`src/rtl/dsp_post_adder_pkg.sv`:
```
// dsp_post_adder_pkg: OPMODE field codes and datapath widths shared by the post-adder slice
package dsp_post_adder_pkg;
    localparam int M_W    = 36;
    localparam int P_W    = 48;
    localparam int OP_SUB = 7;
    localparam int OP_CY  = 5;
    typedef enum logic [1:0] {X_ZERO = 2'b00, X_M = 2'b01, X_P = 2'b10, X_DAB = 2'b11} x_sel_e;
    typedef enum logic [1:0] {Z_ZERO = 2'b00, Z_PCIN = 2'b01, Z_P = 2'b10, Z_C = 2'b11} z_sel_e;
    typedef struct packed {
        logic   sub;
        z_sel_e z;
        x_sel_e x;
    } opmode_t;
endpackage

```
`src/rtl/pipe_reg_async.sv`:
```
// pipe_reg_async: optional pipeline stage, a clock-enabled register with async clear or a plain wire
module pipe_reg_async #(
    parameter int WIDTH = 1,
    parameter bit REG   = 1
) (
    input  logic             CLK,
    input  logic             RST,
    input  logic             CE,
    input  logic [WIDTH-1:0] D,
    output logic [WIDTH-1:0] Q
);
    if (REG) begin : g_reg
        // capture D on enabled edges; reset clears regardless of CE
        always_ff @(posedge CLK or posedge RST)
            if (RST) Q <= '0;
            else if (CE) Q <= D;
    end else begin : g_wire
        logic unused_ctl;
        assign unused_ctl = ^{CLK, RST, CE};
        assign Q = D;
    end
endmodule

```
`src/rtl/dsp_post_adder.sv`:
```
// dsp_post_adder: X/Z operand muxes feeding a 48-bit add/subtract with carry, optional pipeline stages
module dsp_post_adder
    import dsp_post_adder_pkg::*;
#(
    parameter bit    PREG        = 1,
    parameter bit    CARRYOUTREG = 1,
    parameter bit    OPMODEREG   = 1,
    parameter bit    CARRYINREG  = 1,
    parameter string CARRYINSEL  = "OPMODE5"
) (
    input  logic           CLK,
    input  logic           RSTP,
    input  logic           CEOPMODE,
    input  logic           CECARRYIN,
    input  logic           CEP,
    input  logic [7:0]     OPMODE,
    input  logic           CIN,
    input  logic [M_W-1:0] M,
    input  logic [P_W-1:0] C,
    input  logic [P_W-1:0] DAB,
    input  logic [P_W-1:0] PCIN,
    output logic [P_W-1:0] P,
    output logic [P_W-1:0] PCOUT,
    output logic           CARRYOUT,
    output logic           CARRYOUTF
);
    localparam bit USE_CIN = CARRYINSEL == "CARRYIN";
    opmode_t        op_q;
    logic           cyi;
    logic [P_W-1:0] x;
    logic [P_W-1:0] z;
    logic [P_W:0]   sum;
    logic           unused_op;
    // bits 4 and 6 belong to other slices of the DSP and have no effect here
    assign unused_op = ^{OPMODE[6], OPMODE[4]};
    pipe_reg_async #(.WIDTH(5), .REG(OPMODEREG)) u_opmode (
        .CLK(CLK), .RST(RSTP), .CE(CEOPMODE),
        .D({OPMODE[OP_SUB], OPMODE[3:0]}), .Q(op_q)
    );
    pipe_reg_async #(.WIDTH(1), .REG(CARRYINREG)) u_cyi (
        .CLK(CLK), .RST(RSTP), .CE(CECARRYIN),
        .D(USE_CIN ? CIN : OPMODE[OP_CY]), .Q(cyi)
    );
    // operand select and 49-bit add/subtract; bit 48 is the carry/borrow out
    always_comb begin
        x = op_q.x == X_M ? {{(P_W-M_W){1'b0}}, M} : op_q.x == X_P ? P : op_q.x == X_DAB ? DAB : '0;
        z = op_q.z == Z_PCIN ? PCIN : op_q.z == Z_P ? P : op_q.z == Z_C ? C : '0;
        sum = op_q.sub ? {1'b0, z} - ({1'b0, x} + {{P_W{1'b0}}, cyi})
                       : {1'b0, z} + {1'b0, x} + {{P_W{1'b0}}, cyi};
    end
    pipe_reg_async #(.WIDTH(P_W), .REG(PREG)) u_p (
        .CLK(CLK), .RST(RSTP), .CE(CEP), .D(sum[P_W-1:0]), .Q(P)
    );
    pipe_reg_async #(.WIDTH(1), .REG(CARRYOUTREG)) u_co (
        .CLK(CLK), .RST(RSTP), .CE(CECARRYIN), .D(sum[P_W]), .Q(CARRYOUT)
    );
    assign PCOUT     = P;
    assign CARRYOUTF = CARRYOUT;
    if (!PREG) begin : g_no_preg
        // P feedback without the P register would be a combinational loop
        always_comb
            assert (op_q.x != X_P && op_q.z != Z_P)
                else $error("dsp_post_adder: P feedback selected with PREG=0");
    end
endmodule

```
`config.mk`:
```
export PLATFORM = sky130hd
export DESIGN_NAME = dsp_post_adder
export DESIGN_NICKNAME = d
export VERILOG_FILES = /design/src/rtl/dsp_post_adder_pkg.sv /design/src/rtl/pipe_reg_async.sv /design/src/rtl/dsp_post_adder.sv
export SDC_FILE = /design/constraint.sdc
export NUM_CORES = 1
export LEC_CHECK = 0
export ABC_CLOCK_PERIOD_IN_PS = 8500
export CORE_MARGIN = 2
export CORE_UTILIZATION = 30
export DETAILED_ROUTE_END_ITERATION = 8
export PLACE_DENSITY = 0.56
export SLEW_MARGIN = 20
export SYNTH_ARGS = -nofsm -noshare
export SYNTH_HDL_FRONTEND = slang
export SYNTH_SLANG_ARGS = --single-unit
```
`constraint.sdc`:
```
create_clock -name CLK -period 8.5 [get_ports CLK]
set_clock_uncertainty 0.15 [all_clocks]
set_input_delay 2.55 -clock CLK [delete_from_list [all_inputs] [get_ports CLK]]
set_output_delay 2.55 -clock CLK [all_outputs]
set_load 0.01 [all_outputs]
```
==> results of run 1 <==
-- area by class of cell --
cell class	instances	area, sq um	area share, %
Clock buffer	5	125.1	0.8841
Inverter	123	461.7	3.262
Clock inverter	3	47.55	0.3360
Tap cell	468	585.6	4.138
Sequential cell	55	1383	9.769
Timing Repair Buffer	302	2983	21.08
Multi-Input combinational cell	1132	8567	60.53
-- cells by family (layout without fill, tap and decap cells) --
| family | Yosys count | count (layout) | share of synthesized area, % |
|---|---|---|---|
| AOI/OAI and AO/OA | 478 | 478 | 30.40 |
| and+or+nand+nor | 317 | 317 | 13.35 |
| buffers and inverters | 237 | 433 | 9.788 |
| adders and majority gates | 142 | 142 | 16.21 |
| muxes | 108 | 108 | 10.82 |
| xor gates and xnor gates | 87 | 87 | 6.924 |
| DFF | 55 | 55 | 12.51 |
-- per-layer routing --
metal  GRT usage, %  vias to the layer above
met5              0                        -
met4          4.495                        0
met3          1.848                       38
met2          35.29                      326
met1          28.48                     5363
li1               -                     5489
-- metrics by stage --
step	hold slack, ps	cell area, sq um
floorplan	402.1	11010
global placement	427.0	13980
finish	437.6	14150
global route	470.9	14150
CTS	453.0	14150
detailed placement	426.1	13980
-- cell usage in the layout, fill, tap and decap left out, drive strengths merged, types with 20 or more instances in the layout --
cell and instances:
a21o 53, a21oi 129, a22o 83, clkdlybuf4s50 287, dfrtp 55, ha 137
inv 124, mux2 88, mux2i 20, nand2 95, nor2 100, nor2b 24
o21ai 67, o21bai 20, xnor2 48, xor2 39
-- sequential cells by signal (all words and copies together), names as in the netlist --
register	flops
u_co.Q	1
u_cyi.Q	1
u_opmode.Q	5
u_p.Q	48
-- worst reg2reg max path, stage by stage, from the launching register on --
cell	delay, ps
sky130_fd_sc_hd__dfrtp_2	830
sky130_fd_sc_hd__nor2b_4	570
sky130_fd_sc_hd__buf_4	460
sky130_fd_sc_hd__a22o_1	310
sky130_fd_sc_hd__ha_1	350
sky130_fd_sc_hd__ha_1	460
sky130_fd_sc_hd__a21oi_1	240
sky130_fd_sc_hd__o21ai_0	200
sky130_fd_sc_hd__a311oi_1	500
sky130_fd_sc_hd__o211ai_1	240
sky130_fd_sc_hd__or3_1	430
sky130_fd_sc_hd__o2111ai_4	260
sky130_fd_sc_hd__a21oi_1	130
sky130_fd_sc_hd__or3_1	330
sky130_fd_sc_hd__a31oi_1	270
sky130_fd_sc_hd__a21oi_1	120
-- power breakdown --
| group | internal [mW] | switching [mW] |
|---|---|---|
| clock | 0.142 | 0.130 |
| sequential | 0.380 | 0.199 |
| combinational | 1.76 | 2.05 |
-- worst max-delay path by stage --
stage	from	slack, ps	to
2_1_floorplan	DAB[0]	2050	u_co.Q
3_3_place_gp	C[0]	940	u_p.Q[40]
3_5_place_dp	C[0]	890	u_p.Q[46]
4_1_cts	C[0]	1220	u_p.Q[46]
5_1_grt	C[0]	910	u_p.Q[46]
6_report	C[0]	1150	u_p.Q[46]
==> results.md, run 1 <==
Die:
- The die is 195.5 um wide.
- The number of top-level design ports is 292.
- The overall die area is 38230 sq um.
- The area of the core is 36350 sq um.
- The number of core rows is 70.
- The initial core utilization is 30.28%.
- The die height is 195.5 um.

Timing:
- In the post-route analysis, the smallest setup slack over all paths is 1150 ps.
- After routing, the total negative slack on setup checks comes to 0 ps.
- Setup repair after global routing left no endpoint under its margin.
- The ratio of final minimum period to clock period is 86.47%.
- Setup violations remaining at the end of the flow were counted as 0.
- The final period demand of the worst path is 7350 ps.
- In this run the tightest slew margin relative to its limit is 42.62%.
- The count of endpoints failing hold in the final timing report was 0.
- For the pin with the worst max-slew slack, the measured transition is 860.7 ps.
- The maximum clock frequency is 136.1 MHz.
- The max-slew violation count is 0.

Clocking:
- The post-CTS setup-driven buffer insertion count is 0.
- The master cell of the clock root buffer is sky130_fd_sc_hd__clkbuf_16.
- TritonCTS built the clock tree.
- The H-tree was split into 2 levels.
- Buffers inserted to repair hold after CTS numbered 0.
- The clock reaches the later pin of the worst-skew pair after 320 ps.
- The buffer depth of the longest clock path is 2.
- Clock-pin slew was measured on the worst setup and hold paths at 90 ps.
- The count of clock tree sinks is 55.
- The number of gates resized after cts is 0.
- The number of buffers added by the clock tree synthesis step is 5.

Worst setup path:
- The worst reg-to-reg path cell count is 15.
- The required time at the worst-slack endpoint is 8570 ps.
- The worst setup path is launched from an input port.
- The kind of critical path is in2reg.
- Counting buffers and inverters, the worst setup path is 18 cells deep.
- Across all register-to-register paths, the minimum setup slack is 2540 ps.
- The cell type group with the largest total delay on the critical path is compound AO/OA/AOI/OAI gates.
- Of all nets on the critical path, the largest fanout is 4.
- For this run, the slowest stage of the critical path takes 580 ps.
- The reg-to-reg critical path endpoint is u_p.Q[42].
- The number of buffers and inverters on the critical path is 1.
- The critical register-to-register path startpoint is u_opmode.Q[0].
- The signal on the critical path passes through clkdlybuf4s50_1 > mux2_2 > a22o_1 > xor2_1 > ha_1 > a221oi_1 > nor2_1 > fa_1 > a21o_1 > nand4_1 > a31oi_1 > a211o_1 > a32o_1 > o21ai_0 > o31ai_1 > xor2_1 > nor2_1 > a311oi_1.
- The arrival time of the worst setup path is 7420 ps.
- The slowest cell on the critical path is sky130_fd_sc_hd__o21ai_0.
- The worst setup path is captured at a register.

Flow run:
- Max-cap violations in this run came to 0.

Synth:
- The most area-hungry cell type in the Yosys netlist is sky130_fd_sc_hd__ha_1.
- For this run, asynchronously set or reset flops after synthesis account for 100.0%.
- The count of cell types in the netlist is 67.
- The gate count of the mapped netlist is 1424.
- The number of warnings printed during yosys synthesis is 0.
- By count the netlist is led by sky130_fd_sc_hd__ha_1 (137), sky130_fd_sc_hd__a21oi_1 (129), sky130_fd_sc_hd__inv_1 (123).
- Among all cell types in the netlist, the one instantiated most often is sky130_fd_sc_hd__ha_1.
- Sequential elements use 12.51% of the synthesized area.
- The number of nets produced by synthesis is 1757.
- After synthesis, the mean cell area works out to 7.729 sq um.
- The number of synthesized flops with an enable pin is 0.
- The most used flip-flop cell after synthesis is sky130_fd_sc_hd__dfrtp_1.
- The synthesized netlist occupies a cell area of 11010 sq um.
- The share of Yosys cell area claimed by the top area cell type is 15.58%.
- The synthesized design contains 55 register bits.
- After synthesis, the cell types taking the most area are sky130_fd_sc_hd__ha_1 (16%), sky130_fd_sc_hd__dfrtp_1 (13%), sky130_fd_sc_hd__mux2_2 (9.0%).

Place:
- The total instance count after detailed placement is 2080.
- The number of I/O port buffers is 288.
- The post-placement worst setup slack is 888.0 ps.
- The HPWL after detailed placement is 31490 um.
- Routability-driven placement finished with a final weighted congestion of 0.8820.

Global routing:
- The first global-routing pass estimated 62510 um of wire.
- The overall track demand over capacity in global routing is 20.75%.
- The aggregate global routing overflow is 0.
- The initial antenna violation count is 0.
- The number of global-route vias before repair is 11.21k.
- The largest net degree at the start of global routing is 56.

Pwr:
- Across the VDD grid, the largest voltage drop is 0.1211 mV.
- The total power is 4.659 mW.
- The analysis attributes to cell leakage a power of 6.218 nW.
- The areal power density over the cells is 329.2 nW/um^2.

Worst hold path:
- The worst hold path terminates at u_p.Q[40].
- Counting instances, the worst hold path has a depth of 1.
- The startpoint of the lowest-slack hold path is u_p.Q[40].
- The worst hold path class is reg2reg.

Route:
- The top layer reached by signal wires is met4.
- After detailed routing, the total wire length is 40660 um.
- The first TritonRoute pass finished after 5 iterations.
- The met3 routed wirelength is 1681 um.
- After detailed routing, the number of remaining DRC violations is 0.
- The routed length on met1 is 19120 um.
- The routed via count divided by cell count is 5.372.
- The amount of wire on met2 after detailed routing is 19180 um.
- The via count of the routed design is 11.22k.
- The per-cell routed wire length is 19.47 um.
- The detailed router's first-iteration violation count is 662.
- Once detail routing completed, the nets flagged for antenna violations numbered 0.

Layout:
- The proportion of layout cells with a drive suffix above 1 is 8.272%.
- The number of standard cells in the layout, taps in and fillers out is 2088.
- 0 antenna diodes ended up in the layout.
- In the final design database the tool counted 1952 nets.
- Fill cells in the final layout number 3724.
- The area growth from synthesis to layout is 28.59%.
- Cells fill 38.94% of the core in the end.

Run status:
- The run finished with clean final reports.
Power figures use the tool's default switching activity.
==> run 2, diff against run 1 <==
--- a/config.mk
+++ b/config.mk
@@ -8,6 +8,7 @@
 export ABC_CLOCK_PERIOD_IN_PS = 8500
 export CORE_MARGIN = 2
 export CORE_UTILIZATION = 30
+export CTS_BUF_LIST = sky130_fd_sc_hd__clkbuf_8
 export DETAILED_ROUTE_END_ITERATION = 8
 export PLACE_DENSITY = 0.56
 export SLEW_MARGIN = 20
==> run 2 against run 1 <==
Design area decreased by 0.40%. Hold slack improved by 9.2 ps. Non-clock buffer count unchanged. Combinational power about the same. Die area unchanged. Clock-buffer cell count unchanged. Critical endpoint unchanged. Largest power group unchanged.
==> results.md, run 2 (same netlist as run 1, synthesis figures left out) <==
Run status:
- The run finished with clean final reports.

Die:
- The die height came to 195.5 um (unchanged).
- The number of top-level design ports is 292 (unchanged).
- The die extent in x is 195.5 um (unchanged).
- The number of core rows came to 70 (unchanged).
- The overall die area was 38230 sq um (unchanged).
- The initial core utilization came to 30.28% (unchanged).
- The area of the core is 36350 sq um (unchanged).

Timing:
- The sum of negative setup slack is 0 ps (unchanged).
- Setup repair after global routing left no endpoint under its margin.
- The transition time at the pin with the least slew margin was 856.5 ps (-4.192 ps).
- The max-slew violation count is 0 (unchanged).
- The headroom to the max-slew limit is 42.90% (+0.28 points).
- The ratio of final minimum period to clock period was 85.91% (-0.56 points).
- The number of setup violations in the final report came to 0 (unchanged).
- The count of endpoints failing hold in the final timing report is 0 (unchanged).
- The final period demand of the worst path is 7302 ps (-47.78 ps).
- The maximum clock frequency was 136.9 MHz (+0.65%).

Clocking:
- The count of hold buffers inserted by post-cts repair is 0 (unchanged).
- The clock latency of the later-clocked register in the worst-skew pair was 350 ps (+30 ps).
- The tree is rooted in a sky130_fd_sc_hd__clkbuf_8.
- The number of gates resized after cts is 0 (unchanged).
- The count of clock tree sinks is 55 (unchanged).
- The buffer depth of the longest clock path is 2 (unchanged).
- The H-tree depth was 2 (unchanged).
- The clock-pin slew of the registers on the worst-case setup and hold paths is 130 ps (+40 ps).
- The clock tree from TritonCTS is built.
- The post-CTS setup-driven buffer insertion count came to 0 (unchanged).
- The number of buffers added by the clock tree synthesis step came to 5 (unchanged).

Layout:
- The top cell types in the final layout, fill and taps aside, are sky130_fd_sc_hd__clkdlybuf4s50_1 (287), sky130_fd_sc_hd__ha_1 (137), sky130_fd_sc_hd__a21oi_1 (129).
- The number of diodes is 0 (unchanged).
- The number of flip-flops in the largest register is 48 (unchanged).
- The area growth from synthesis to layout is 28.08%.
- The register bank with the most flops is u_p.Q.
- The number of standard cells in the layout, taps in and fillers out is 2088 (unchanged).
- The proportion of layout cells with a drive suffix above 1 is 8.272% (unchanged).
- The most common cell after layout, fill and taps aside is sky130_fd_sc_hd__clkdlybuf4s50_1.
- The largest registers in the layout are u_p.Q (48), u_opmode.Q (5).
- The post-layout net count was 1952 (unchanged).

Pwr:
- The worst supply voltage drop on vdd is 0.1106 mV (-8.7%).
- The logic gate share of total power is 82.8% (+1.1 points).
- The internal power summed over all cells is 2.229 mW (-2.3%).
- The sequential fraction of design power is 12.6% (+0.2 points).
- The net switching power is 2.370 mW (-0.34%).
- The clock network power share is 4.6% (-1.2 points).
- The switching part of the total power is 51.53% (+0.50 points).
- The areal power density over the cells is 326.2 nW/um^2 (-0.90%).
- The total leakage power is 6.192 nW (-0.41%).

Worst setup path:
- The minimum setup slack among reg-to-reg paths was 2530 ps (about the same).
- The worst setup path is of the in2reg kind.
- The required time at the worst-slack endpoint was 8620 ps (+50 ps).
- The reg-to-reg critical path endpoint is u_p.Q[42].
- The largest fanout of any net on the critical path is 4 (unchanged).
- The startpoint identified for the worst register-to-register timing path is u_opmode.Q[0].
- STA classifies the critical path endpoint as a register.
- The arrival time of the worst setup path is 7420 ps (about the same).
- The worst reg-to-reg path cell count was 15 (unchanged).
- The startpoint of the most critical setup path is C[0].
- The startpoint type of the worst setup path is an input port.

Route:
- The detailed router's first-iteration violation count was 811 (+23%).
- The total DRC errors in the routed layout is 0 (unchanged).
- The routed via count divided by cell count is 5.380 (+0.15%).
- The via count of the routed design is 11.23k (+0.15%).
- The per-cell routed wire length is 19.44 um (-0.15%).
- The length of the first detailed-routing pass in iterations is 5 (unchanged).
- The residual antenna-violating net count after detailed routing is 0 (unchanged).
- The sum of routed wire length over all layers was 40600 um (-0.15%).

Global routing:
- The overall track demand over capacity in global routing is 20.74% (about the same).
- The met1 usage was 28.39% (-0.095 points).
- The aggregate global routing overflow is 0 (unchanged).
- The wire length of the first global-routing pass is 62470 um (about the same).
- The met3 track utilization from global routing is 1.848% (unchanged).
- The largest net degree at the start of global routing is 56 (unchanged).
- The initial antenna violation count is 0 (unchanged).
- The number of global-route vias before repair is 11.20k (-0.089%).
- The global routing stage identified its most utilized layer as met2.
- The met2 track utilization from global routing came to 35.38% (+0.093 points).

Place:
- The routability congestion estimate from global placement was 0.8820 (unchanged).
- The HPWL after detailed placement came to 31490 um (unchanged).
- The number of I/O port buffers came to 288 (unchanged).
- The total instance count after detailed placement is 2080 (unchanged).

Worst hold path:
- The worst hold path begins at u_p.Q[40].
- The instance count along the most critical hold path is 1 (unchanged).
- In this run the worst hold path is classified as reg2reg.
- The endpoint with the worst hold slack is u_p.Q[40].

Flow run:
- The number of maximum-capacitance constraint violations is 0 (unchanged).
==> run 2: worst max-delay path, cell delays in order <==
cell and delay [ps]:
sky130_fd_sc_hd__clkdlybuf4s50_1 400, sky130_fd_sc_hd__mux2_2 290, sky130_fd_sc_hd__a22o_1 260, sky130_fd_sc_hd__xor2_1 170, sky130_fd_sc_hd__ha_1 200, sky130_fd_sc_hd__a221oi_1 310, sky130_fd_sc_hd__nor2_1 130, sky130_fd_sc_hd__fa_1 440
sky130_fd_sc_hd__a21o_1 200, sky130_fd_sc_hd__nand4_1 140, sky130_fd_sc_hd__a31oi_1 260, sky130_fd_sc_hd__a211o_1 430, sky130_fd_sc_hd__a32o_1 340, sky130_fd_sc_hd__o21ai_0 580, sky130_fd_sc_hd__o31ai_1 230, sky130_fd_sc_hd__xor2_1 180
sky130_fd_sc_hd__nor2_1 50, sky130_fd_sc_hd__a311oi_1 260
==> run 2: cell type report <==
| type | count | area, sq um |
|---|---|---|
| fill | 3733 | 22250 |
| multi-input combinational | 1132 | 8567 |
| timing repair buffer | 302 | 2983 |
| sequential | 55 | 1383 |
| tap | 468 | 585.6 |
| inverter | 123 | 461.7 |
| clock buffer | 5 | 68.82 |
| clock inverter | 3 | 47.55 |
==> run 2: worst max-delay path by stage <==
stage / endpoint / slack [ps] / cells after the start
3_5_place_dp: u_p.Q[46] / 890 / 18
6_report: u_p.Q[46] / 1200 / 18
3_3_place_gp: u_p.Q[40] / 940 / 18
2_1_floorplan: u_co.Q / 2050 / 17
4_1_cts: u_p.Q[46] / 1270 / 18
5_1_grt: u_p.Q[46] / 960 / 18
==> run 2: through the flow <==
step	power, mW	hold WS [ps]	area [sq um]	util, %	worst slack [ps]
floorplan	3.230	402.1	11010	-	2055
global placement	4.322	427.0	13980	38.46	935.5
detailed placement	4.345	426.1	13980	38.46	888.0
CTS	4.591	461.6	14100	38.78	1267
global route	5.009	480.3	14100	38.78	956.0
finish	4.599	446.8	14100	38.78	1198
==> run 2: power groups by stage <==
stage	combinational, mW	clock (mW)	sequential (mW)
3_3_place_gp	3.74	0	0.585
4_1_cts	3.78	0.220	0.588
6_report	3.81	0.212	0.578
3_5_place_dp	3.76	0	0.589
2_1_floorplan	2.68	0	0.555
5_1_grt	4.17	0.226	0.610
==> run 2: per-layer routing <==
metal | share of wire, % | wire, um
met5 | 0 | 0
met4 | 1.8 | 743
met3 | 4.7 | 1924
met2 | 47 | 19100
met1 | 46 | 18830
==> run 3, diff against run 2 <==
--- a/config.mk
+++ b/config.mk
@@ -10,7 +10,8 @@
 export CORE_UTILIZATION = 30
 export CTS_BUF_LIST = sky130_fd_sc_hd__clkbuf_8
 export DETAILED_ROUTE_END_ITERATION = 8
-export PLACE_DENSITY = 0.56
+export DONT_BUFFER_PORTS = 1
+export PLACE_DENSITY = 0.46
 export SLEW_MARGIN = 20
 export SYNTH_ARGS = -nofsm -noshare
 export SYNTH_HDL_FRONTEND = slang
==> run 3 against run 2 <==
Non-clock buffer count is 290 lower. Global-route usage is 0.49 points lower. Routed wire length is 3.3% lower. Via count is 10% lower. Utilization is 8.0 points lower. Setup slack better by 420 ps. Critical path depth is 1 lower. Hold slack better by 22 ps.
==> results.md, run 3 (same netlist as run 1, synthesis figures left out) <==
Run status:
- The flow ran to the end, and the final reports show no timing, DRC or antenna violations.

Worst setup path:
- STA classifies the critical path startpoint as an input port.
- The arrival time of the worst setup path is 7020 ps (-400 ps).
- The largest fanout of any net on the critical path is 4 (unchanged).
- The required time at the worst-slack endpoint was 8640 ps (+20 ps).
- The critical path capture point type is a register.
- The worst setup path is of the in2reg kind.

Clocking:
- The number of gates resized after cts is 0 (unchanged).
- The clock tree from TritonCTS is built.
- The clock latency of the later-clocked register in the worst-skew pair came to 380 ps (+30 ps).
- The buffer depth of the longest clock path came to 2 (unchanged).
- The count of hold buffers inserted by post-cts repair was 0 (unchanged).
- The number of buffers added by the clock tree synthesis step came to 5 (unchanged).
- The post-CTS setup-driven buffer insertion count is 0 (unchanged).
- The H-tree depth came to 2 (unchanged).
- The count of clock tree sinks came to 55 (unchanged).
- The clock-pin slew of the registers on the worst-case setup and hold paths was 130 ps (about the same).
- The master cell of the clock root buffer is sky130_fd_sc_hd__clkbuf_8.

Timing:
- The count of endpoints failing hold in the final timing report is 0 (unchanged).
- The maximum clock frequency came to 145.3 MHz (+6.1%).
- The headroom to the max-slew limit is 40.05% (-2.9 points).
- The ratio of final minimum period to clock period is 80.96% (-4.9 points).
- The final period demand of the worst path was 6882 ps (-420.5 ps).
- Setup repair after global routing left no endpoint under its margin.
- The max-slew violation count is 0 (unchanged).
- The transition time at the pin with the least slew margin is 899.2 ps (+42.79 ps).
- The number of setup violations in the final report is 0 (unchanged).
- The sum of negative setup slack was 0 ps (unchanged).

Layout:
- The library cells used most frequently in the layout, excluding fill and tap cells, are sky130_fd_sc_hd__ha_1 (137), sky130_fd_sc_hd__a21oi_1 (129), sky130_fd_sc_hd__inv_1 (123).
- The total of fill cells in the finished design is 3919 (+5.0%).
- The proportion of layout cells with a drive suffix above 1 is 9.774% (+1.5 points).
- The library cell used most frequently in the layout, excluding fill and tap cells, is sky130_fd_sc_hd__ha_1.
- In the final layout, the registers with the most flip-flops are u_p.Q (48), u_opmode.Q (5).
- The sequential cell area in the final layout is 1383 sq um (unchanged).
- The number of flip-flops in the largest register was 48 (unchanged).
- The number of diodes came to 0 (unchanged).
- The area of the multi-input gates is 8567 sq um (unchanged).
- The post-layout net count was 1662 (-15%).
- The register bank with the most flops is u_p.Q.
- Relative to the synthesized area, the layout overhead comes to 1.512%.

Global routing:
- The overall track demand over capacity in global routing is 20.24% (-0.49 points).
- The wire length of the first global-routing pass is 59870 um (-4.2%).
- The largest net degree at the start of global routing was 75 (+34%).
- The initial antenna violation count came to 2 (+2).
- The number of global-route vias before repair came to 10.13k (-9.6%).
- The aggregate global routing overflow is 0 (unchanged).

Die:
- The initial core utilization came to 30.28% (unchanged).
- The number of core rows was 70 (unchanged).
- The die extent in x came to 195.5 um (unchanged).
- The overall die area was 38230 sq um (unchanged).
- The number of top-level design ports is 292 (unchanged).
- The die height is 195.5 um (unchanged).
- The area of the core came to 36350 sq um (unchanged).

Route:
- The length of the first detailed-routing pass in iterations came to 7 (+2).
- The routed via count divided by cell count is 5.597 (+4.0%).
- The per-cell routed wire length was 21.84 um (+12%).
- The via count of the routed design is 10.06k (-10%).
- The sum of routed wire length over all layers is 39280 um (-3.3%).
- The residual antenna-violating net count after detailed routing is 0 (unchanged).
- The total DRC errors in the routed layout is 0 (unchanged).
- The detailed router's first-iteration violation count is 530 (-35%).

Pwr:
- The total leakage power is 5.040 nW (-19%).
- The total power is 4.052 mW (-12%).
- The areal power density over the cells is 362.7 nW/um^2 (+11%).
- The worst supply voltage drop on vdd is 0.1052 mV (-4.9%).

Worst hold path:
- The worst hold path belongs to the class reg2reg.

Flow run:
- The number of maximum-capacitance constraint violations is 0 (unchanged).

Place:
- The routability congestion estimate from global placement came to 0.8947 (+1.4%).
- The HPWL after detailed placement is 30250 um (-3.9%).
- The number of I/O port buffers is 0 (-100%).
-- run 3: cell types whose count changed in the layout (fill, tap and decap cells not counted) --
| cell | previous run | this run |
|---|---|---|
| sky130_fd_sc_hd__clkdlybuf4s50_1 | 287 | 0 |
| sky130_fd_sc_hd__clkinv_4 | 1 | 0 |
| sky130_fd_sc_hd__buf_4 | 14 | 12 |
| sky130_fd_sc_hd__bufinv_16 | 1 | 0 |
| sky130_fd_sc_hd__inv_6 | 1 | 0 |
| sky130_fd_sc_hd__clkinvlp_4 | 0 | 1 |
| sky130_fd_sc_hd__buf_2 | 1 | 0 |
| sky130_fd_sc_hd__inv_1 | 122 | 123 |
| sky130_fd_sc_hd__clkinv_2 | 0 | 1 |
-- run 3: power breakdown --
| part | internal [mW] | switching (mW) | total, mW |
|---|---|---|---|
| Sequential | 0.377 | 0.332 | 0.709 |
| Clock | 0.0575 | 0.125 | 0.183 |
| Combinational | 1.31 | 1.85 | 3.16 |
| Total | 1.75 | 2.30 | 4.05 |
-- run 3: worst max-delay path, cell delays in order --
cell	delay, ps
sky130_fd_sc_hd__mux2_2	260
sky130_fd_sc_hd__a22o_1	270
sky130_fd_sc_hd__xor2_1	170
sky130_fd_sc_hd__ha_1	190
sky130_fd_sc_hd__a221oi_1	320
sky130_fd_sc_hd__nor2_1	140
sky130_fd_sc_hd__fa_1	440
sky130_fd_sc_hd__a21o_1	200
sky130_fd_sc_hd__nand4_1	150
sky130_fd_sc_hd__a31oi_1	250
sky130_fd_sc_hd__a211o_1	440
sky130_fd_sc_hd__a32o_1	340
sky130_fd_sc_hd__o21ai_0	580
sky130_fd_sc_hd__o31ai_1	240
sky130_fd_sc_hd__xor2_1	170
sky130_fd_sc_hd__nor2_1	60
sky130_fd_sc_hd__a311oi_1	250
-- run 3: final timing paths --
kind | from | to | slack, ps | cells past startpoint
max reg2reg | u_opmode.Q[2] | u_p.Q[46] | 2190 | 19
max in group asynchronous | RSTP | u_opmode.Q[3] | 5420 | 2
max | C[0] | u_p.Q[46] | 1620 | 17
min | u_cyi.Q | u_cyi.Q | 470 | 1
min in group asynchronous | RSTP | u_opmode.Q[1] | 2180 | 2
min reg2reg | u_cyi.Q | u_cyi.Q | 470 | 1
-- run 3: area by class of cell --
type / instances / area share [%]
inverter: 123 / 4.133
multi-input combinational: 1132 / 76.68
tap: 468 / 5.241
clock buffer: 5 / 0.6160
clock inverter: 3 / 0.1456
sequential: 55 / 12.38
timing repair buffer: 12 / 0.8064
-- run 3: metrics by stage --
step	hold WS [ps]	worst slack (ps)	area, sq um	cells	utilization (%)
after floorplan	402.1	2055	11010	1424	-
after global placement	424.8	1307	11090	1790	30.50
after detailed placement	440.3	1282	11090	1790	30.50
after CTS	469.5	1672	11170	1798	30.74
after global routing	488.8	1327	11170	1798	30.74
final	469.2	1618	11170	1798	30.74
-- run 3: per-layer routing --
layer | vias up | GRT usage [%] | wire length (um)
met5 | - | 0 | 0
li1 | 4918 | - | -
met4 | 0 | 5.541 | 827
met2 | 269 | 33.15 | 18030
met3 | 37 | 3.022 | 1907
met1 | 4840 | 27.63 | 18510
